--- config.mk ---
export PLATFORM = sky130hd
export DESIGN_NAME = centimos_euros_seq
export DESIGN_NICKNAME = d
export VERILOG_FILES = /design/src/rtl/centimos_euros_seq.sv
export SDC_FILE = /design/constraint.sdc
export NUM_CORES = 1
export LEC_CHECK = 0
export ABC_AREA = 1
export BUFFER_PORTS_ARGS = -buffer_cell sky130_fd_sc_hd__buf_4
export CORE_ASPECT_RATIO = 1.2
export CORE_MARGIN = 4
export CORE_UTILIZATION = 43
export DETAILED_ROUTE_END_ITERATION = 8
export PLACE_DENSITY = 0.63
export SETUP_SLACK_MARGIN = 0.2
export SLEW_MARGIN = 20
export SYNTH_ARGS = -nofsm -noshare
export SYNTH_HDL_FRONTEND = slang
export SYNTH_SLANG_ARGS = --single-unit
export TNS_END_PERCENT = 30
--- constraint.sdc ---
create_clock -name clk -period 3.6 [get_ports clk]
set_clock_uncertainty 0.05 [all_clocks]
set_input_delay 0.36 -clock clk [delete_from_list [all_inputs] [get_ports clk]]
set_output_delay 0.36 -clock clk [all_outputs]
set_load 0.05 [all_outputs]
--- src/rtl/centimos_euros_seq.sv ---
// -----------------------------------------------------------------------------
// centimos_euros_seq
//
// Sequential cents-to-euros converter. An unsigned amount in cents is split
// into whole units (euros = centimos / DIVISOR) and the leftover cents
// (cents = centimos % DIVISOR). A restoring divider resolves one quotient bit
// per clock, so no wide combinational divider is needed. Valid/ready
// handshakes are used on both the input and the output side.
//
// Optional feature (macro CENTIMOS_EUROS_BCD_EN):
//   When defined, adds output cents_bcd[7:0] = {tens, units} BCD of cents,
//   registered together with cents. The tens digit saturates at 9 for
//   DIVISOR > 100.
//
// Parameters:
//   W_IN     width of the input amount and of the euros output
//   DIVISOR  cents per unit, 2 <= DIVISOR < 2**W_IN
//   W_REM    (local) width of the cents output, $clog2(DIVISOR)
//
// Ports:
//   clk        in   system clock, rising edge
//   reset      in   asynchronous active-high reset
//   in_valid   in   amount presented
//   in_ready   out  amount can be accepted this cycle (combinational)
//   centimos   in   unsigned amount in cents [W_IN-1:0]
//   out_valid  out  result available
//   out_ready  in   consumer takes the result this cycle
//   euros      out  quotient [W_IN-1:0]
//   cents      out  remainder [W_REM-1:0]
//   busy       out  high while the division is running
//   cents_bcd  out  BCD of cents [7:0] (only with CENTIMOS_EUROS_BCD_EN)
// -----------------------------------------------------------------------------
module centimos_euros_seq #(
    parameter int W_IN    = 14,
    parameter int DIVISOR = 100,
    localparam int W_REM  = $clog2(DIVISOR)
) (
    input  logic               clk,
    input  logic               reset,
    input  logic               in_valid,
    output logic               in_ready,
    input  logic [W_IN-1:0]    centimos,
    output logic               out_valid,
    input  logic               out_ready,
    output logic [W_IN-1:0]    euros,
    output logic [W_REM-1:0]   cents,
`ifdef CENTIMOS_EUROS_BCD_EN
    output logic [7:0]         cents_bcd,
`endif
    output logic               busy
);

    localparam int W_CNT = (W_IN > 1) ? $clog2(W_IN) : 1;
    localparam logic [W_CNT-1:0] CNT_INIT = W_CNT'(W_IN - 1);
    localparam logic [W_CNT-1:0] CNT_ONE  = W_CNT'(1);
    localparam logic [W_REM:0]   DIV_C    = (W_REM + 1)'(DIVISOR);

    typedef enum logic [1:0] {
        IDLE = 2'd0,
        DIV  = 2'd1,
        DONE = 2'd2
    } state_t;

    state_t             state_q, state_d;
    logic [W_IN-1:0]    dvd_q, dvd_d;      // dividend, refilled with quotient bits from the LSB
    logic [W_REM-1:0]   rem_q, rem_d;      // partial remainder, always < DIVISOR
    logic [W_CNT-1:0]   cnt_q, cnt_d;
    logic [W_IN-1:0]    euros_q, euros_d;
    logic [W_REM-1:0]   cents_q, cents_d;
    logic               out_valid_q, out_valid_d;

    logic [W_REM:0]     shifted_s;         // partial remainder with next dividend bit appended
    logic               ge_s;
    logic               in_ready_s;
    logic               accept_s;

`ifdef CENTIMOS_EUROS_BCD_EN
    logic [7:0]         bcd_q, bcd_d;

    // Binary cents to {tens, units} BCD; tens saturates at 9.
    function automatic logic [7:0] to_bcd(input logic [W_REM-1:0] v);
        int t;
        int u;
        t = int'(v) / 32'sd10;
        u = int'(v) % 32'sd10;
        if (t > 32'sd9) begin
            t = 32'sd9;
        end else begin
            t = t;
        end
        return {t[3:0], u[3:0]};
    endfunction
`endif

    // Since rem_q < DIVISOR <= 2**W_REM, the shifted value fits W_REM+1 bits.
    assign shifted_s  = {rem_q, dvd_q[W_IN-1]};
    assign ge_s       = (shifted_s >= DIV_C);
    assign in_ready_s = (state_q == IDLE) || ((state_q == DONE) && out_ready);
    assign accept_s   = in_valid && in_ready_s;

    assign in_ready  = in_ready_s;
    assign out_valid = out_valid_q;
    assign euros     = euros_q;
    assign cents     = cents_q;
    assign busy      = (state_q == DIV);

    // Next-state and datapath update for the divider FSM.
    always_comb begin
        state_d     = state_q;
        dvd_d       = dvd_q;
        rem_d       = rem_q;
        cnt_d       = cnt_q;
        euros_d     = euros_q;
        cents_d     = cents_q;
        out_valid_d = out_valid_q;

        case (state_q)
            IDLE: begin
                if (accept_s) begin
                    dvd_d   = centimos;
                    rem_d   = {W_REM{1'b0}};
                    cnt_d   = CNT_INIT;
                    state_d = DIV;
                end else begin
                    state_d = IDLE;
                end
            end

            DIV: begin
                // Quotient bit shifts in where the consumed dividend bit left.
                dvd_d = {dvd_q[W_IN-2:0], ge_s};
                rem_d = W_REM'(ge_s ? (shifted_s - DIV_C) : shifted_s);
                if (cnt_q == {W_CNT{1'b0}}) begin
                    euros_d     = {dvd_q[W_IN-2:0], ge_s};
                    cents_d     = W_REM'(ge_s ? (shifted_s - DIV_C) : shifted_s);
                    out_valid_d = 1'b1;
                    state_d     = DONE;
                end else begin
                    cnt_d = cnt_q - CNT_ONE;
                end
            end

            DONE: begin
                if (out_ready) begin
                    out_valid_d = 1'b0;
                    if (in_valid) begin
                        // Hand-off and new capture share the same edge.
                        dvd_d   = centimos;
                        rem_d   = {W_REM{1'b0}};
                        cnt_d   = CNT_INIT;
                        state_d = DIV;
                    end else begin
                        state_d = IDLE;
                    end
                end else begin
                    state_d = DONE;
                end
            end

            default: begin
                out_valid_d = 1'b0;
                state_d     = IDLE;
            end
        endcase
    end

`ifdef CENTIMOS_EUROS_BCD_EN
    // BCD follows cents_d, so it is loaded and held exactly like cents.
    always_comb begin
        bcd_d = to_bcd(cents_d);
    end

    // BCD output register.
    always_ff @(posedge clk or posedge reset) begin
        if (reset) begin
            bcd_q <= 8'h00;
        end else begin
            bcd_q <= bcd_d;
        end
    end

    assign cents_bcd = bcd_q;
`endif

    // State and datapath registers.
    always_ff @(posedge clk or posedge reset) begin
        if (reset) begin
            state_q     <= IDLE;
            dvd_q       <= {W_IN{1'b0}};
            rem_q       <= {W_REM{1'b0}};
            cnt_q       <= {W_CNT{1'b0}};
            euros_q     <= {W_IN{1'b0}};
            cents_q     <= {W_REM{1'b0}};
            out_valid_q <= 1'b0;
        end else begin
            state_q     <= state_d;
            dvd_q       <= dvd_d;
            rem_q       <= rem_d;
            cnt_q       <= cnt_d;
            euros_q     <= euros_d;
            cents_q     <= cents_d;
            out_valid_q <= out_valid_d;
        end
    end

endmodule
==> impl_results.md, run 1 <==
- Slowest-stage cell, CP: inv_2
- Most frequent cells in the layout: nand2_1 (76), dfrtp_1 (49), buf_4 (41), inv_1 (29), o21ai_0 (16)
- Post-Synthesis Cells: 251
- Worst path cell trace: inv_1 -> nand2_4 -> inv_2 -> buf_4
- IO Port Bufs: 41
- RD Place Congestion: 0.847
- Sink Count: 49
- Register area share after synthesis: 54.9%
- PostCTS Resize Cnt: 0
- CTS Hold Bufs: 0
- Seq pwr share: 34.2%
- Hold WC Path Type: in2async
- Via count: 1725
- Antenna-violating nets left: 0
- Final setup fails: 0
- Max IR drop VDD: 0.646 mV
- Relative slew margins: 44.3%
- Tot GR Track Use: 15.9%
- Clock Path Buffers: 2
- CTS Buf Count: 5
- Placed cells: 342
- Critical path capture point type: primary output
- Final net count: 310
- Die area: 6420 um2
- FMAX: 483 MHz
- Leakage power: 1.39 nW
- Die height: 86.9 um
- Initial core utilization: 44.9%
- Worst path required time: 3.19 ns
- Area grow syn2layout: 18.4%
- IO Pins: 42
- Setup TNS Final: 0 ns
- CORE AREA: 4970 um2
- Number of synthesized register bits: 49
- First-pass DRT Iterations: 4
- Switch Pwr: 1.32 mW
- Placed standard-cell area: 2540 um2
- Final Hold Viols: 0
- Reg clk slew, reported paths: 0.08 ns
- Maximum number of pins on one net before global-route repair: 50
- Worst skew pair latency: 0.29 ns
- # Post-CTS Setup Buffers: 0
- Routed len/inst: 12.9 um
- Status: finished clean
- Initial antenna violation count: 0
- YS warnings: 0
- Layout cells sized above 1: 21.4%
- Crit path DAT: 1.66 ns
- Critical Path Source Type: flop
- Antenna Cells: 0
- DRC: 0
- Vias in the first global route: 1723
- Netlist Area Pre-Place: 2230 um2
- First-pass GRT wire length: 7.86 mm
- Design area: 2650 um2
- Crit path largest cell delay: 0.44 ns
- Critical path class: reg2out
- Die span in x: 73.8 um
- Synthesized net count: 272
- Clock group share of total power: 12.6%
- CTS tree: yes
- Tot Pwr: 2.76 mW
- CTS Root Cell: clkbuf_8
- PwrDens: 1040 nW/um2
- HPWL Detailed: 3.07 mm
- Max_cap viols: 0
- Minimum clock period: 2.07 ns
- Distinct cells, synth: 25
- Slew Limit Fails: 0
- Worst Path Max Fanout: 33
- CTS HTree Levels: 2
- Logic pwr share: 53.2%
- Final Cycle Share: 57.5%
- Syn avg cell area: 8.90 um2
- Most common cell after layout, fill and taps aside: nand2_1
- Rows: 28
- Int Power: 1.44 mW
- Post-Route WL: 4.51 mm
- Via density: 4.93
- RSZ-0062 raised after global routing: no
- DRT iter0 DRCs: 78
- Post-Layout Cell Count: 350
- Worst-margin pin slew: 0.835 ns
- Global route total overflow: 0
- Switching Fraction: 47.9%
## area by class of cell
class / instances / area (um2)
clock buffers: 7 / 96.3
clock inverters: 1 / 5.00
fillers: 473 / 2330
inverters: 33 / 125
multi-input cells: 159 / 810
flip-flops and latches: 49 / 1230
well taps: 60 / 75.1
repair buffers: 41 / 308
## stage by stage
step | util, % | setup WS, ns | hold slack (ns)
floorplan | - | 2.02 | 0.401
global placement | 51.1 | 1.86 | 0.417
detailed placement | 51.1 | 1.83 | 0.421
CTS | 53.1 | 1.52 | 0.263
global route | 53.2 | 1.39 | 0.207
finish | 53.2 | 1.53 | 0.134
## metal layers
| metal | global-route usage, % | wire [um] |
|---|---|---|
| met3 | 4.50 | 272 |
| met4 | 5.60 | 66 |
| met1 | 21.6 | 2130 |
| met5 | 0 | 0 |
| met2 | 24.1 | 2040 |
## worst paths after layout
path / endpoint / startpoint / slack (ns) / depth (start not counted)
max in group asynchronous: rem_q[1] / reset / 2.85 / 2
max reg2reg: euros[5] / cnt_q[0] / 1.83 / 7
min: euros[3] / reset / 0.13 / 2
max: busy / state_q[1] / 1.53 / 4
min in group clk: dvd_q[4] / centimos[4] / 0.27 / 3
min reg2reg: euros[1] / euros[1] / 0.44 / 2
## kinds of logic after synthesis
| kind of cell | share of synthesized area, % |
|---|---|
| AND/OR/NAND/NOR | 19.8 |
| AO/OA/AOI/OAI | 14.7 |
| flip-flops | 54.9 |
| buffers and inverters | 8.85 |
| adder cells (fa/ha/maj) | 1.68 |
## state kept, by name, indices dropped and copies added (netlist names)
signal / cells
out_valid: 1
rem_q: 7
dvd_q: 14
cnt_q: 4
state_q: 2
cents: 7
euros: 14
## Yosys cell counts
cell	instances	area share, %
buf_2	5	1.1
inv_2	3	0.50
a21oi_1	2	0.45
buf_6	4	2.0
o22ai_1	4	1.1
nor2_8	1	0.90
nand4_1	1	0.28
o211ai_1	13	4.4
dfrtp_1	49	55
o21ai_1	13	2.9
o21ai_0	16	3.6
o21a_1	1	0.34
clkbuf_1	1	0.17
nand2_2	1	0.28
o21ai_2	5	2.0
or2_0	1	0.28
ha_1	3	1.7
nor2_4	1	0.50
inv_1	30	5.0
nor3_1	1	0.22
nand3_1	13	2.9
nor2_1	5	0.84
nand2_1	76	13
nand3b_1	1	0.34
nand2_4	1	0.50
## critical path: cells and delay by family (launching register included)
family	cells	cell delay [ns]
and+or+nand+nor	1	0.12
DFF	1	0.39
buffers and inverters	3	0.85
## power by group through the flow
stage | combinational (mW) | sequential (mW) | clock, mW
CTS | 1.49 | 0.944 | 0.358
floorplan | 0.770 | 1.30 | 0
global route | 1.64 | 0.977 | 0.382
finish | 1.47 | 0.943 | 0.346
global placement | 1.45 | 0.952 | 0
detailed placement | 1.48 | 0.952 | 0
Note: power is estimated with default switching activity, not from simulation.
==> run 2: changes to the inputs <==
==> constraint.sdc (replaced) <==
create_clock -name clk -period 2.03 [get_ports clk]
set_clock_uncertainty 0.05 [all_clocks]
set_input_delay 0.203 -clock clk [delete_from_list [all_inputs] [get_ports clk]]
set_output_delay 0.203 -clock clk [all_outputs]
set_load 0.05 [all_outputs]
==> impl_results.md, run 2 (same netlist as run 1, synthesis figures left out) <==
- Hold WC Path Type: in2reg
- Design area: 2700 um2 (+2.0%)
- Critical Path Source Type: flop
- Maximum number of pins on one net before global-route repair: 50 (unchanged)
- IO Port Bufs: 41 (unchanged)
- # Post-CTS Setup Buffers: 0 (unchanged)
- Tot GR Track Use: 16.3% (+0.40 points)
- Worst Path Max Fanout: 17 (-48%)
- RSZ-0062 raised after global routing: yes
- Minimum clock period: 1.73 ns
- RD Place Congestion: 0.844 (-0.35%)
- Worst path required time: 1.78 ns (-1.41 ns)
- First-pass DRT Iterations: 4 (unchanged)
- Placed standard-cell area: 2600 um2 (+2.4%)
- Clock Path Buffers: 2 (unchanged)
- PwrDens: 1810 nW/um2 (+74%)
- Status: finished clean
- CP Capture Point: busy
- Relative slew margins: 70.4% (+26 points)
- Vias in the first global route: 1694 (-1.7%)
- FF-to-FF path depth: 8 (+1)
- CTS HTree Levels: 2 (unchanged)
- Max_cap viols: 0 (unchanged)
- Sink Count: 49 (unchanged)
- FMAX: 578 MHz
- Antenna-violating nets left: 0 (unchanged)
- DRT iter0 DRCs: 121 (+55%)
- Fillers: 480 (+1.5%)
- Most frequent cells in the layout: nand2_1 (75), dfrtp_1 (49), buf_4 (41), inv_1 (29), o21ai_0 (16)
- Via count: 1773 (+2.8%)
- Worst skew pair latency: 0.30 ns (about the same)
- Leakage power: 1.41 nW (+1.8%)
- Final setup fails: 0 (unchanged)
- Worst-margin pin slew: 0.444 ns (-0.391 ns)
- Final Cycle Share: 85.2%
- Final Hold Viols: 0 (unchanged)
- Antenna Cells: 0 (unchanged)
- Die span in x: 73.8 um (unchanged)
- Global route total overflow: 0 (unchanged)
- CORE AREA: 4970 um2 (unchanged)
- Setup TNS Final: 0 ns (unchanged)
- Critical path class: reg2out
- Multi-input logic area: 812 um2 (+0.31%)
- Reg2Reg Launch Point: cnt_q[0]
- Post-layout util: 54.2% (+1.1 points)
- Crit path DAT: 1.48 ns (-0.18 ns)
- Post-Route WL: 4.71 mm (+4.3%)
- Final net count: 314 (+1.3%)
- Die height: 86.9 um (unchanged)
- HPWL Detailed: 3.28 mm (+6.9%)
- Launch point of the critical path: state_q[1]
- Max IR drop VDD: 0.810 mV (+25%)
- Most common cell after layout, fill and taps aside: nand2_1
- FF+latch area: 1230 um2 (unchanged)
- Reg2Reg Setup Slack: 0.35 ns (-1.48 ns)
- Layout cells sized above 1: 22.1% (+0.73 points)
- Rows: 28 (unchanged)
- CTS tree: yes
- First-pass GRT wire length: 8.09 mm (+3.0%)
- Reg clk slew, reported paths: 0.09 ns (about the same)
- Slew Limit Fails: 0 (unchanged)
- Initial antenna violation count: 0 (unchanged)
- IO Pins: 42 (unchanged)
- Routed len/inst: 13.3 um (+3.1%)
- R2R Path End: euros[10]
- Area grow syn2layout: 20.8%
- Critical path capture point type: primary output
- CTS Buf Count: 5 (unchanged)
- Die area: 6420 um2 (unchanged)
- CTS Root Cell: clkbuf_8
- Via density: 5.01 (+1.6%)
- Initial core utilization: 44.9% (unchanged)
- DRC: 0 (unchanged)
==> run 2: cell types whose count changed in the layout (fill, tap and decap cells not counted) <==
cell / change
clkbuf_1: +1
buf_12: +3
clkbuf_8: -2
nand2_1: -1
inv_2: +1
nand2_2: +1
dlygate4sd3_1: +1
==> run 2: layer usage <==
layer  global-route usage [%]  wire length [um]  up-vias
li1                         -                 -      888
met1                     22.0              2210      834
met2                     24.9              2190       43
met3                     3.70               225        8
met4                     7.08                73        0
met5                        0                 0        -
==> run 2: how the worst min path moves through the flow <==
stage / depth (start not counted) / slack [ns] / startpoint / to
after floorplan: 2 / 0.33 / centimos[13] / dvd_q[13]
after global placement: 3 / 0.22 / reset / euros[2]
after detailed placement: 3 / 0.23 / reset / dvd_q[2]
after CTS: 3 / 0.1 / centimos[9] / dvd_q[9]
after global routing: 3 / 0.10 / centimos[9] / dvd_q[9]
final: 3 / 0.10 / centimos[9] / dvd_q[9]
==> run 2: layout make-up <==
class	instances	area share, %
Timing Repair Buffer	45	14.0
Multi-Input combinational cell	159	30.1
Clock inverter	2	0.371
Tap cell	60	2.78
Clock buffer	6	2.69
Sequential cell	49	45.5
Inverter	33	4.59
==> run 2: what timing repair did <==
item	CTS	global route
hold endpoints to repair	49	0
hold buffers	1	0
endpoints found under the setup margin	0	2
gates resized for setup	0	1
==> run 2: through the flow <==
stage               hold slack [ns]  power [mW]  instances  setup slack [ns]
finish                        0.105        4.89        354             0.301
global route                  0.102        5.30        354             0.195
CTS                          0.0976        4.94        354             0.282
detailed placement            0.226        4.37        345             0.346
global placement              0.223        4.30        345             0.337
floorplan                     0.326        3.68        251             0.481
==> run 2: critical path, stage by stage (launching register included) <==
cell	delay, ns
dfrtp_1	0.38
inv_1	0.11
nand2_4	0.12
inv_2	0.29
buf_4	0.27
==> run 2: power breakdown <==
part	switching, mW	total, mW	leakage, nW	internal [mW]
combinational	1.82	2.67	0.758	0.852
sequential	0.232	1.67	0.610	1.44
clock	0.313	0.552	0.0450	0.239
